===== src/rtl/tdc_encoder_pipe.sv =====
// Three-stage pipelined TDC encoder: thermometer fine code plus coarse counters to a binary
// time code, with bubble/saturation quality flags, valid/ready backpressure and hit statistics.
module tdc_encoder_pipe #(
  parameter int unsigned FINE_W = 55,
  parameter int unsigned CNT_W  = 5,
  parameter int unsigned OUT_W  = 12,
  parameter int unsigned STAT_W = 16
) (
  input  logic              clk40M,
  input  logic              rst_n,
  input  logic              in_valid,
  output logic              in_ready,
  input  logic [FINE_W-1:0] fine_raw_code,
  input  logic [CNT_W-1:0]  counterA,
  input  logic [CNT_W-1:0]  counterB,
  output logic              out_valid,
  input  logic              out_ready,
  output logic [OUT_W-1:0]  TDC_bin_code,
  output logic [2:0]        err_flags,
  input  logic              cnt_clr,
  output logic [STAT_W-1:0] hit_cnt,
  output logic [STAT_W-1:0] err_cnt
);

  localparam int unsigned FineBinW = $clog2(FINE_W + 1);
  // coarse*FINE_W + fine_bin always fits in CNT_W + FineBinW + 1 bits
  localparam int unsigned FullW    = CNT_W + FineBinW + 1;
  localparam int unsigned HalfFine = FINE_W / 2;
  localparam logic [STAT_W-1:0] StatMax = {STAT_W{1'b1}};

  logic stall;
  logic advance;

  assign stall    = out_valid && !out_ready;
  assign advance  = !stall;
  assign in_ready = advance;

  // Stage 1: capture
  logic              s1_valid_q;
  logic [FINE_W-1:0] s1_fine_q;
  logic [CNT_W-1:0]  s1_cnt_a_q;
  logic [CNT_W-1:0]  s1_cnt_b_q;

  always_ff @(posedge clk40M or negedge rst_n) begin
    if (!rst_n) begin
      s1_valid_q <= 1'b0;
      s1_fine_q  <= '0;
      s1_cnt_a_q <= '0;
      s1_cnt_b_q <= '0;
    end else if (advance) begin
      s1_valid_q <= in_valid;
      if (in_valid) begin
        s1_fine_q  <= fine_raw_code;
        s1_cnt_a_q <= counterA;
        s1_cnt_b_q <= counterB;
      end
    end
  end

  // Stage 2: fine decode
  logic [FineBinW-1:0] fine_bin_d;
  logic [FineBinW-1:0] trans_d;
  logic [2:0]          err_d;

  always_comb begin
    fine_bin_d = '0;
    trans_d    = '0;
    for (int i = 0; i < FINE_W; i++) begin
      fine_bin_d = fine_bin_d + FineBinW'(s1_fine_q[i]);
    end
    for (int i = 0; i < FINE_W - 1; i++) begin
      trans_d = trans_d + FineBinW'(s1_fine_q[i] ^ s1_fine_q[i+1]);
    end
    err_d[0] = trans_d > FineBinW'(1);
    err_d[1] = ~|s1_fine_q;
    err_d[2] = &s1_fine_q;
  end

  logic                s2_valid_q;
  logic [FineBinW-1:0] s2_fine_bin_q;
  logic [2:0]          s2_err_q;
  logic [CNT_W-1:0]    s2_cnt_a_q;
  logic [CNT_W-1:0]    s2_cnt_b_q;

  always_ff @(posedge clk40M or negedge rst_n) begin
    if (!rst_n) begin
      s2_valid_q    <= 1'b0;
      s2_fine_bin_q <= '0;
      s2_err_q      <= '0;
      s2_cnt_a_q    <= '0;
      s2_cnt_b_q    <= '0;
    end else if (advance) begin
      s2_valid_q <= s1_valid_q;
      if (s1_valid_q) begin
        s2_fine_bin_q <= fine_bin_d;
        s2_err_q      <= err_d;
        s2_cnt_a_q    <= s1_cnt_a_q;
        s2_cnt_b_q    <= s1_cnt_b_q;
      end
    end
  end

  // Stage 3: coarse select; a short fine count means the hit landed after the falling phase
  logic [CNT_W-1:0] coarse_d;
  logic [FullW-1:0] full_code_d;

  always_comb begin
    coarse_d    = (s2_fine_bin_q < FineBinW'(HalfFine)) ? s2_cnt_b_q : s2_cnt_a_q;
    full_code_d = FullW'(coarse_d) * FullW'(FINE_W) + FullW'(s2_fine_bin_q);
  end

  logic             out_valid_q;
  logic [OUT_W-1:0] code_q;
  logic [2:0]       err_q;

  always_ff @(posedge clk40M or negedge rst_n) begin
    if (!rst_n) begin
      out_valid_q <= 1'b0;
      code_q      <= '0;
      err_q       <= '0;
    end else if (advance) begin
      out_valid_q <= s2_valid_q;
      if (s2_valid_q) begin
        code_q <= OUT_W'(full_code_d);
        err_q  <= s2_err_q;
      end
    end
  end

  assign out_valid    = out_valid_q;
  assign TDC_bin_code = code_q;
  assign err_flags    = err_q;

  // Statistics: count on output handshake, saturate, clear wins
  logic              out_hs;
  logic [STAT_W-1:0] hit_cnt_q, hit_cnt_d;
  logic [STAT_W-1:0] err_cnt_q, err_cnt_d;

  assign out_hs = out_valid_q && out_ready;

  always_comb begin
    hit_cnt_d = hit_cnt_q;
    err_cnt_d = err_cnt_q;
    if (cnt_clr) begin
      hit_cnt_d = '0;
      err_cnt_d = '0;
    end else if (out_hs) begin
      if (hit_cnt_q != StatMax) hit_cnt_d = hit_cnt_q + 1'b1;
      if ((|err_q) && (err_cnt_q != StatMax)) err_cnt_d = err_cnt_q + 1'b1;
    end
  end

  always_ff @(posedge clk40M or negedge rst_n) begin
    if (!rst_n) begin
      hit_cnt_q <= '0;
      err_cnt_q <= '0;
    end else begin
      hit_cnt_q <= hit_cnt_d;
      err_cnt_q <= err_cnt_d;
    end
  end

  assign hit_cnt = hit_cnt_q;
  assign err_cnt = err_cnt_q;

endmodule


===== config.mk =====
export PLATFORM = sky130hd
export DESIGN_NAME = tdc_encoder_pipe
export DESIGN_NICKNAME = d
export VERILOG_FILES = /design/src/rtl/tdc_encoder_pipe.sv
export SDC_FILE = /design/constraint.sdc
export NUM_CORES = 1
export LEC_CHECK = 0
export ABC_CLOCK_PERIOD_IN_PS = 9790
export CAP_MARGIN = 10
export CORE_ASPECT_RATIO = 0.6
export CORE_MARGIN = 8
export CORE_UTILIZATION = 45
export DETAILED_ROUTE_END_ITERATION = 16
export GPL_ROUTABILITY_DRIVEN = 0
export PLACE_DENSITY_LB_ADDON = 0.3
export SYNTH_ARGS = -nofsm -noshare
export SYNTH_HDL_FRONTEND = slang
export SYNTH_SLANG_ARGS = --single-unit

===== constraint.sdc =====
create_clock -name clk40M -period 9.79 [get_ports clk40M]
set_clock_uncertainty 0.05 [all_clocks]
set_input_delay 0.979 -clock clk40M [delete_from_list [all_inputs] [get_ports clk40M]]
set_output_delay 0.979 -clock clk40M [all_outputs]
set_load 0.02 [all_outputs]

==> results.sh <==
export IMPL_cts_setup_buffers=0
export IMPL_fp_row_count=43
export IMPL_hp_class="reg2reg"
export IMPL_timing_critical_path_cells="xnor2_1 -> fa_1 -> fa_1 -> inv_1 -> fa_1 -> fa_1 -> fa_1 -> fa_1 -> inv_1 -> fa_1 -> inv_1 -> ha_1 -> a21o_1 -> a2111oi_0 -> a31oi_1 -> o22a_1"
export IMPL_final_max_slew_viol_count=0
export IMPL_type_of_element_launching_the_critical_path="register"
export IMPL_finalHoldViolations=0
export IMPL_finalCoreUtilization=0.547
export IMPL_ctsRootBufferMaster="sky130_fd_sc_hd__clkbuf_16"
export IMPL_crit_path_frequent_cell="sky130_fd_sc_hd__fa_1"
export IMPL_drc=0
export IMPL_post_synth_inst_count=966
export IMPL_cp_slowest_stage_delay_ns=0.60
export IMPL_detail_route_vias_per_cell=5.23
export IMPL_final_setup_viol_count=0
export IMPL_maximum_number_of_pins_on_one_net_before_global_route_repair=71
export IMPL_detailedPlace_worstSlack_ns=3.86
export IMPL_grt_pass1_wl_um=42600
export IMPL_globalRouteOverflowTotal=0
export IMPL_timing_fmax_mhz=170
export IMPL_tightestPinTransition_ns=0.986
export IMPL_async_flop_share=1.00
export IMPL_wl_per_cell_um=18.5
export IMPL_post_dp_cell_area_um2=12000
export IMPL_layout_drive_gt1_share=0.118
export IMPL_ys_flop_type="sky130_fd_sc_hd__dfrtp_1"
export IMPL_final_period_utilization=0.599
export IMPL_timing_critical_path_to_type="register"
export IMPL_start_util=0.456
export IMPL_n_antenna_cell=0
export IMPL_core_area_um2=23000
export IMPL_die_h_um=134
export IMPL_vias=7383
export IMPL_drv_max_cap_violation_count=0
export IMPL_dp_hpwl_um=20800
export IMPL_unrepaired_setup_endpoints_after_global_routing="no"
export IMPL_crit_type="reg2reg"
export IMPL_crit_slowest_cell="sky130_fd_sc_hd__fa_1"
export IMPL_worst_setup_hold_path_clk_slew_ns=0.06
export IMPL_run_status="finished clean"
export IMPL_portbufs=118
export IMPL_mappedNetlistNets=1243
export IMPL_multiInputGateArea_um2=6390
export IMPL_clock_path_buffers=2
export IMPL_htree_num_levels=4
export IMPL_ff_latch_area_um2=3350
export IMPL_numClockSinks=134
export IMPL_crit_buf_inv=3
export IMPL_tritoncts_clock_tree="yes"
export IMPL_cts_resized=0
export IMPL_netlist_cell_type_count=55
export IMPL_finalNetCount=1363
export IMPL_ys_warnings_count=0
export IMPL_cell_area_after_layout_um2=12600
export IMPL_drtIter0Drc=533
export IMPL_syn_to_final_growth_pct=19.8
export IMPL_post_cts_hold_buffer_count=0
export IMPL_fin_setup_tns_ns=0
export IMPL_worst_slack_ns=3.92
export IMPL_fp_dieArea_um2=28700
export IMPL_synthesis_area_per_instance_um2=10.9
export IMPL_inserted_clock_buffers=17
export IMPL_final_period_minus_worst_setup_slack_ns=5.87
export IMPL_wl_um=26200
export IMPL_worst_ep_arrival_time_ns=6.13
export IMPL_fraction_of_the_yosys_area_taken_by_sequential_cells=0.319
export IMPL_number_of_antenna_violations_at_the_first_check_in_global_routing=0
export IMPL_slew_limit_headroom=0.337
export IMPL_worst_path_max_fanout=5
export IMPL_worst_path_top_cell_family_by_delay="adder cells"
export IMPL_ios=119
export IMPL_synthesis_area_um2=10500
export IMPL_required_time_worst_endpoint_ns=10.05
export IMPL_num_fill_cells=2050
export IMPL_clock_insertion_delay_worst_skew_ns=0.43
export IMPL_vias_in_the_first_global_route=7646
export IMPL_global_route_usage_over_all_layers=0.193
export IMPL_floorplan_die_width_um=213
export IMPL_firstDrtPassIters=5
export IMPL_drtAntennaViolNets=0
export IMPL_synth_seq_cells=134
export IMPL_number_of_flops_mapped_to_enable_cells_by_yosys=0
==> registers in the layout, summed over array words and instances, names as in the netlist, 5 cells and up <==
register	cells
err_cnt	16
hit_cnt	16
s2_cnt_b_q	5
TDC_bin_code	12
s2_fine_bin_q	6
s1_cnt_b_q	5
s1_cnt_a_q	5
s1_fine_q	55
s2_cnt_a_q	5
==> worst paths after layout <==
check,start,endpoint,slack [ns],cells after the start
setup reg to reg,s1_fine_q[14],s2_err_q[0],3.92,16
setup / recovery,s1_fine_q[14],s2_err_q[0],3.92,16
hold / removal,s2_err_q[2],err_flags[2],0.42,2
hold reg to reg,s2_err_q[2],err_flags[2],0.42,2
max in group asynchronous,rst_n,s2_err_q[0],7.85,2
min in group asynchronous,rst_n,s1_fine_q[25],0.51,1
==> stage by stage <==
step	hold slack, ns	cells
floorplan	0.389	966
global placement	0.410	1382
detailed placement	0.407	1382
CTS	0.421	1413
global route	0.452	1413
finish	0.422	1413
==> area by class of cell <==
cell class | count | area share
multi-input combinational | 626 | 0.507
tap | 315 | 0.0313
clock inverter | 13 | 0.00993
clock buffer | 18 | 0.0341
inverter | 185 | 0.0551
timing repair buffer | 122 | 0.0963
sequential | 134 | 0.266
==> layout by cell type (no fill, tap or decap), types with 17 or more instances in the layout <==
| master | synthesis | routed |
|---|---|---|
| sky130_fd_sc_hd__clkdlybuf4s50_1 | 0 | 117 |
| sky130_fd_sc_hd__dfrtp_1 | 134 | 134 |
| sky130_fd_sc_hd__o21ai_0 | 18 | 18 |
| sky130_fd_sc_hd__nor2_1 | 25 | 25 |
| sky130_fd_sc_hd__nand2_1 | 51 | 50 |
| sky130_fd_sc_hd__inv_1 | 185 | 185 |
| sky130_fd_sc_hd__nand4_1 | 26 | 26 |
| sky130_fd_sc_hd__fa_1 | 100 | 100 |
| sky130_fd_sc_hd__xor2_1 | 21 | 21 |
| sky130_fd_sc_hd__ha_1 | 107 | 107 |
| sky130_fd_sc_hd__a21oi_1 | 27 | 27 |
| sky130_fd_sc_hd__mux2_2 | 91 | 91 |
| sky130_fd_sc_hd__clkbuf_16 | 0 | 17 |
==> synthesized netlist by cell type (all sizes together), types with 16 or more instances <==
cell | number | share of area
clkbuf | 16 | 0.0058
ha | 107 | 0.13
xor2 | 21 | 0.017
dfrtp | 134 | 0.32
o21ai | 19 | 0.0090
fa | 100 | 0.19
a21oi | 27 | 0.013
nand2 | 51 | 0.018
mux2 | 91 | 0.097
inv | 185 | 0.066
nand4 | 26 | 0.015
nor2 | 25 | 0.0089
==> kinds of logic (layout without fill, tap and decap cells) <==
kind of cell	Yosys count	count (layout)	synth area share
buffers and inverters	206	338	0.0742
flip-flops	134	134	0.319
adder cells (fa/ha/maj)	207	207	0.318
AND/OR/NAND/NOR	187	187	0.0936
AO/OA/AOI/OAI	101	101	0.0640
multiplexers	96	96	0.102
XOR/XNOR	35	35	0.0292
==> routing by layer <==
layer	global-route usage	routed length (um)	vias up
li1	-	-	3451
met1	0.283	12700	3671
met2	0.251	10200	237
met3	0.0897	2910	24
met4	0.0444	342	0
met5	0	0	-
==> tightest hold or removal path, delay by kind of cell (launching register included) <==
family,cells,cell delay (ns)
flip-flops,1,0.34
AND/OR/NAND/NOR,2,0.10
Power is not shown: default switching activity piles up to over one toggle a cycle in this logic, so the estimate is an artifact.
